--- src/rtl/adpll_step_stimulus.sv ---
`default_nettype none
// ============================================================================
// Module   : adpll_step_stimulus
// Purpose  : Frequency-step reference generator with settling/lock measurement
//            for ADPLL loop-gain characterisation. Optional macro:
//            ADPLL_STEP_PEAK_EN enables peak |error| tracking.
// Revision : 1.0 - initial release
// ============================================================================
module adpll_step_stimulus #(
  parameter int unsigned      WIDTH      = 12,
  parameter logic [WIDTH-1:0] K_LOW      = 12'd36,
  parameter logic [WIDTH-1:0] K_HIGH     = 12'd40,
  parameter int unsigned      DWELL      = 2**20,
  parameter int unsigned      ERR_WIDTH  = 8,
  parameter int unsigned      LOCK_TOL   = 2,
  parameter int unsigned      LOCK_COUNT = 16
) (
  input  logic                        fpga_clk_i,
  input  logic                        reset_i,
  input  logic                        enable_i,
  input  logic signed [ERR_WIDTH-1:0] error_i,
  output logic                        ref_clk_o,
  output logic                        step_o,
  output logic                        lock_o,
  output logic                        meas_valid_o,
  output logic [23:0]                 settle_cycles_o,
  output logic [ERR_WIDTH-1:0]        peak_err_o
);

  localparam int unsigned C_DWELL_W  = (DWELL > 1) ? $clog2(DWELL) : 1;
  localparam int unsigned C_CONSEC_W = $clog2(LOCK_COUNT + 1);

  localparam logic [C_DWELL_W-1:0]  C_DWELL_LAST = C_DWELL_W'(DWELL - 1);
  localparam logic [C_CONSEC_W-1:0] C_CONSEC_MAX = C_CONSEC_W'(LOCK_COUNT - 1);
  localparam logic [23:0]           C_SETTLE_MAX = 24'hFFFFFE;
  localparam logic [23:0]           C_TIMEOUT    = 24'hFFFFFF;
  localparam logic [ERR_WIDTH-1:0]  C_ERR_MIN    = {1'b1, {(ERR_WIDTH-1){1'b0}}};
  localparam logic [ERR_WIDTH-1:0]  C_ERR_MAX    = {1'b0, {(ERR_WIDTH-1){1'b1}}};
  localparam logic [ERR_WIDTH-1:0]  C_LOCK_TOL   = ERR_WIDTH'(LOCK_TOL);

  typedef enum logic [1:0] {
    S_IDLE   = 2'd0,
    S_SETTLE = 2'd1,
    S_LOCKED = 2'd2
  } state_t;

  state_t                r_state;
  logic [WIDTH-1:0]      r_acc;
  logic                  r_msb_d;
  logic [C_DWELL_W-1:0]  r_dwell;
  logic [23:0]           r_settle;
  logic [C_CONSEC_W-1:0] r_consec;

  logic                  w_rise;
  logic                  w_dwell_wrap;
  logic                  w_step_evt;
  logic [ERR_WIDTH-1:0]  w_abs;
  logic                  w_in_tol;
  logic                  w_lock_hit;

  assign ref_clk_o    = r_acc[WIDTH-1];
  assign w_rise       = ref_clk_o & ~r_msb_d;
  assign w_dwell_wrap = (r_dwell == C_DWELL_LAST);
  // Leaving IDLE counts as a step event so every run starts a fresh window.
  assign w_step_evt   = enable_i & ((r_state == S_IDLE) | w_dwell_wrap);

  always_comb begin
    w_abs = $unsigned(error_i);
    if (error_i[ERR_WIDTH-1]) begin
      if ($unsigned(error_i) == C_ERR_MIN) w_abs = C_ERR_MAX;
      else                                 w_abs = $unsigned(-error_i);
    end
  end

  assign w_in_tol   = (w_abs <= C_LOCK_TOL);
  assign w_lock_hit = w_rise & w_in_tol & (r_consec == C_CONSEC_MAX);

  always_ff @(posedge fpga_clk_i or posedge reset_i) begin
    if (reset_i) begin
      r_state         <= S_IDLE;
      r_acc           <= '0;
      r_msb_d         <= 1'b0;
      r_dwell         <= '0;
      r_settle        <= '0;
      r_consec        <= '0;
      step_o          <= 1'b0;
      lock_o          <= 1'b0;
      meas_valid_o    <= 1'b0;
      settle_cycles_o <= '0;
    end else begin
      meas_valid_o <= 1'b0;
      r_msb_d      <= ref_clk_o;
      if (!enable_i) begin
        r_dwell <= '0;
        step_o  <= 1'b0;
        r_state <= S_IDLE;
      end else begin
        r_acc <= r_acc + (step_o ? K_HIGH : K_LOW);
        if (w_dwell_wrap) begin
          r_dwell <= '0;
          step_o  <= ~step_o;
        end else begin
          r_dwell <= r_dwell + 1'b1;
        end

        if (w_step_evt) begin
          if (r_state == S_SETTLE) begin
            meas_valid_o    <= 1'b1;
            settle_cycles_o <= C_TIMEOUT;
          end
          r_state  <= S_SETTLE;
          r_settle <= '0;
          r_consec <= '0;
          lock_o   <= 1'b0;
        end else if (r_state == S_SETTLE) begin
          if (r_settle != C_SETTLE_MAX) r_settle <= r_settle + 24'd1;
          if (w_rise) r_consec <= w_in_tol ? r_consec + 1'b1 : '0;
          if (w_lock_hit) begin
            r_state         <= S_LOCKED;
            settle_cycles_o <= r_settle;
            lock_o          <= 1'b1;
            meas_valid_o    <= 1'b1;
          end
        end
      end
    end
  end

`ifdef ADPLL_STEP_PEAK_EN
  logic [ERR_WIDTH-1:0] r_peak;
  logic [ERR_WIDTH-1:0] w_peak_next;

  assign w_peak_next = (w_rise && (w_abs > r_peak)) ? w_abs : r_peak;

  // A timeout reports the peak accumulated before this cycle's sample.
  always_ff @(posedge fpga_clk_i or posedge reset_i) begin
    if (reset_i) begin
      r_peak     <= '0;
      peak_err_o <= '0;
    end else if (w_step_evt) begin
      if (r_state == S_SETTLE) peak_err_o <= r_peak;
      r_peak <= '0;
    end else if (enable_i && (r_state == S_SETTLE)) begin
      r_peak <= w_peak_next;
      if (w_lock_hit) peak_err_o <= w_peak_next;
    end
  end
`else
  assign peak_err_o = '0;
`endif

endmodule
`default_nettype wire

--- config.mk ---
export PLATFORM = sky130hd
export DESIGN_NAME = adpll_step_stimulus
export DESIGN_NICKNAME = d
export VERILOG_FILES = /design/src/rtl/adpll_step_stimulus.sv
export SDC_FILE = /design/constraint.sdc
export NUM_CORES = 1
export LEC_CHECK = 0
export CAP_MARGIN = 20
export CORE_UTILIZATION = 30
export DETAILED_ROUTE_END_ITERATION = 8
export PLACE_DENSITY_LB_ADDON = 0.25
export SLEW_MARGIN = 0
export SYNTH_ARGS = -nofsm -noshare
export SYNTH_HDL_FRONTEND = slang
export SYNTH_SLANG_ARGS = --single-unit
--- constraint.sdc ---
create_clock -name fpga_clk_i -period 3.9 [get_ports fpga_clk_i]
set_input_delay 1.17 -clock fpga_clk_i [delete_from_list [all_inputs] [get_ports fpga_clk_i]]
set_output_delay 1.17 -clock fpga_clk_i [all_outputs]
set_load 0.005 [all_outputs]
* Yosys cells after proc, flatten, opt, wreduce, memory -nomap -nowiden *
Cells that the tools add are included.
W data, S select, Z words.

operators by class
  order comparisons = 1
  reductions and logical operators = 10
  add/subtract/negate cells = 5
  eq/ne operators = 8
  bitwise logic cells = 7
  multiplexer cells = 30

operators with widths
  cell                     number
  $mux W24                 7
  $mux W20                 2
  $add A24 B1 Y24 const B  1
  $ne A24 B24 Y1 const B   1
  $add A20 B1 Y20 const B  1
  $eq A20 B20 Y1 const B   1
  $mux W5                  4
  $mux W8                  2
  $add A12 B6 Y12          1
  $reduce_and A3 Y1        4
  $mux W1                  10
  $eq A8 B8 Y1 const B     1
  $le A8 B2 Y1 const B     1
  $mux W2                  4
  $neg A8 Y8               1
  $reduce_bool A2 Y1       4
  $ne A3 B1 Y1 const B     2
  $add A5 B1 Y5 const B    1
  $eq A5 B4 Y1 const B     1
  $and A1 B1 Y1            4
  $mux W4                  1
  $eq A2 B1 Y1 const B     1
  $logic_not A2 Y1         1
  $ne A2 B1 Y1 const B     1
  other kinds (3)          4

storage, ports and cells
  output and inout port bits = 36
  register bits = 91
  word-level logic and storage cells = 71
  bits of input ports = 11

* Longest topological paths before layout *
  depth in word-level cells = 10
  mapped depth = 10
  depth with buffers taken out = 8

* Worst setup path after synthesis *
No wires, ideal clock.

  path type = input -> register
  from = input error_i[0]
  to = register settle_cycles_o[0]
  required time = 3.779 ns
  arrival = 2.770 ns
  library setup time = 0.121 ns
  stages on the path = 9
  path buffers = 1
  setup slack = 1.009 ns
  cell sequence = inv_1 ha_1 o21a_1 o2111ai_1 a221o_1 nor2_1 nand3_1 clkbuf_1 o22a_1

on the way
  cells in the longest elaborated chain, start to end = 8
  elaborated cells between the ends (all ways) = 9
  classes of those cells = add/sub: 1; order compare: 1; eq/ne: 1; mux: 2; bitwise: 2; reduce/logical: 2

ends and longest elaborated chain
  element                                     RTL line  RTL
  from (decl)                                 21        input logic signed [ERR_WIDTH-1:0] error_i,
  $neg A8 Y8 or $eq A8 B8 Y1 (tied branches)  71, 70
  $mux W8                                     70        if ($unsigned(error_i) == C_ERR_MIN) w_abs = C_ERR_MAX;
  $mux W8 (*)                                 69        if (error_i[ERR_WIDTH-1]) begin
  $le A8 B2 Y1 (*)                            75        assign w_in_tol = (w_abs <= C_LOCK_TOL);
  $and A1 B1 Y1 (*) (2 in series)             76        assign w_lock_hit = w_rise & w_in_tol & (r_consec == C_CONSEC_MAX);
  $reduce_bool A2 Y1 (no line) (*)            -
  $reduce_and A3 Y1 (no line) (*)             -
  to (signal assigned)                        120       settle_cycles_o <= r_settle;
  to (decl)                                   26        output logic [23:0] settle_cycles_o,

Every way passes the cells marked *; elsewhere a longest branch is shown, timed or not.
A chain may end at the register's enable or synchronous reset.

* Worst setup path after layout *
  from = input error_i[1]
  to = register settle_cycles_o[4]

Same word-level chain as after synthesis.

==> metrics.cfg <==
[setup_path]
crit_top_cell = nor2_1
reg2reg_slack_ns = 1.36
cpPeakStageDelay_ns = 0.53
crit_arrival_ns = 3.42
crit_chain = clkdlybuf4s50_1, inv_1, ha_1, mux2i_1, nor2_1, a221o_1, nor2_1, o21a_1, buf_4, o22a_1
required_ns = 4.18
crit_path_end_kind = flip-flop
path_class = input pin to flip-flop
startpoint_type = input pin
crit_fanout = 26
cp_slowest_cell = clkdlybuf4s50_1

[layout]
final_common_cell = dfrtp_1
fin_nets = 475
drive_above_1_share_pct = 6.54
final.fill_count = 1376
seqCellArea_sq_um = 2230
layout.cells.non_filler = 639
multi_input_area_sq_um = 1970
synthToLayoutAreaGrowth_pct = 19.5
num_antenna_cells = 0
fin_area_sq_um = 5210
final_cell_mix = 89 x dfrtp_1, 44 x nor2_1, 38 x clkdlybuf4s50_1

[logic_synthesis]
synth_compound_area_share_pct = 13.8
synth_fa_ha_area_share_pct = 3.04
ys_ff_latch = 89
netlist_area_sq_um = 4360
synth_mux_area_share_pct = 0.488
syn_inst = 417
synth.distinct_cells = 49
synth_xor_area_share_pct = 8.24
ys_seq_area_share_pct = 51.1
ys.warnings.count = 0
ys_top_cells_by_area = dfrtp_1 51%, xnor2_1 6.2%, o22a_1 4.8%
yosysTopAreaCell = dfrtp_1
syn_avg_cell_area_sq_um = 10.5
synth-simple-area-share_pct = 19.0
yosysTopAreaCellShare_pct = 51.1
synth_top_family_by_area = simple AND/OR/NAND/NOR gates
synthArstFlopShare_pct = 100
synth_edf_count = 0
ys.flop_type = dfrtp_1

[floorplan]
die_h_um = 123
fp.dieW_um = 123
coreArea_sq_um = 14000
die_area_sq_um = 15000
placement_rows = 43
ioPinCount = 47
initial_core_util_pct = 31.0

[clock_network]
insertion_delay_ns = 0.34
cts_tree = built
htree_levels = 3
cts_root_buf = clkbuf_16
cts.sink_count = 89
cts_resized = 0
clk_pin_slew_ns = 0.06
ctsHoldBuffers = 0
post_cts_buffers = 0
cts_max_path_buffers = 2
cts-buffers-inserted = 9

[sta]
max_freq_mhz = 318
final.setup.tns_ns = 0
grt_setup_unrepaired = no
period_share_pct = 80.6
fin_worst_skew_ns = 0.00875
fin_ws_ns = 0.756
setup_viol = 0
hold_viol = 0
post-route-min-period_ns = 3.14
slew_viol_final = 0
worstMarginPinSlew_ns = 0.701
relSlewSlack_pct = 53.2

[place]
post-dp-hpwl_um = 5900
dp_cells = 623
place_ws_ns = 0.412
place.gp.congestion = 0.745
port_buffers = 38
dpl-instance-area_sq_um = 4910

[job]
cap_violations = 0

[pwr]
power_density_nw_per_um2 = 413
clkPwrFrac_pct = 40.1
seq_power_share_pct = 49.2
p_sw_share_pct = 24.7
power_mw = 2.15
combPwrFrac_pct = 10.7
p_int_mw = 1.62
power.leakage_nw = 2.22
p_sw_mw = 0.532
ir_drop_mv = 0.250

[route]
routed_wl_um = 8700
via_per_inst = 4.83
wl_per_cell_um = 13.6
drc = 0
vias = 3084
drt_first_pass_iters = 4
ant_nets = 0
drt_iter0_drc = 149

[global_routing]
track_usage_pct = 12.9
grt_overflow = 0
grt_pass1_wl_um = 15100
grt_pass1_vias = 3077
grt_start_max_net_pins = 52
antenna_found_initial = 0

[outcome]
status = finished clean

[hold_path]
hold_class = flip-flop to flip-flop

==> Yosys cell counts, drive strengths merged (9+ instances only) <==
cell and instances:
o21ai 12, xnor2 31, inv 14, ha 9
nand3 19, nand2 25, and3 13, dfrtp 89
buf 17, o22a 24, xor2 10, a21oi 15
nor2 44, nand4 13
==> routing by layer <==
metal,up-vias,track usage [%],routed length (um)
met5,-,0,0
met4,0,4.19,107
met3,10,3.39,248
met2,41,20.9,4120
met1,1504,16.5,4220
li1,1529,-,-
==> critical path, delay by kind of cell <==
family / cells / cell delay [ns]
buffers and inverters: 3 / 0.88
adder cells (fa/ha/maj): 1 / 0.26
multiplexers: 1 / 0.13
AO/OA/AOI/OAI: 3 / 0.67
AND/OR/NAND/NOR: 2 / 0.30
==> path summary, 6_finish.rpt <==
path / start / end / cells past startpoint
max: error_i[1] / settle_cycles_o[4] / 10
min: r_acc[11] / r_msb_d / 0
max reg2reg: r_dwell[0] / r_settle[22] / 7
min reg2reg: r_acc[11] / r_msb_d / 0
max in group asynchronous: reset_i / lock_o / 3
min in group asynchronous: reset_i / settle_cycles_o[20] / 2
==> area by class of cell <==
cell class                 count  share of cell area, %
multi-input combinational    297                   37.9
tap                          180                   4.32
clock buffer                  11                   4.66
sequential                    89                   42.8
timing repair buffer          43                   8.27
inverter                      14                   1.03
clock inverter                 5                   1.06
==> power groups by stage <==
stage | logic (mW) | clock network [mW] | registers, mW
2_1_floorplan | 0.182 | 0 | 1.06
3_3_place_gp | 0.227 | 0 | 1.07
3_5_place_dp | 0.234 | 0 | 1.07
4_1_cts | 0.235 | 0.887 | 1.06
5_1_grt | 0.267 | 0.929 | 1.07
6_report | 0.231 | 0.862 | 1.06
==> state kept, by name, summed over array words and instances, names as in the netlist <==
signal	cells
lock_o	1
meas_valid_o	1
r_acc	10
r_consec	5
r_dwell	20
r_msb_d	1
r_settle	24
r_state	2
settle_cycles_o	24
step_o	1
==> stage by stage <==
step | utilization [%] | hold slack, ns
6_report | 37.1 | 0.456
5_1_grt | 37.1 | 0.485
4_1_cts | 37.1 | 0.469
3_5_place_dp | 35.0 | 0.450
3_3_place_gp | 35.0 | 0.457
2_1_floorplan | - | 0.425
==> logic make-up after synthesis <==
group	Yosys count
adders and majority gates	10
other	1
and+or+nand+nor	154
DFF	89
muxes	2
xor gates and xnor gates	41
AOI/OAI and AO/OA	82
buffers and inverters	38
Power figures use the tool's default switching activity.
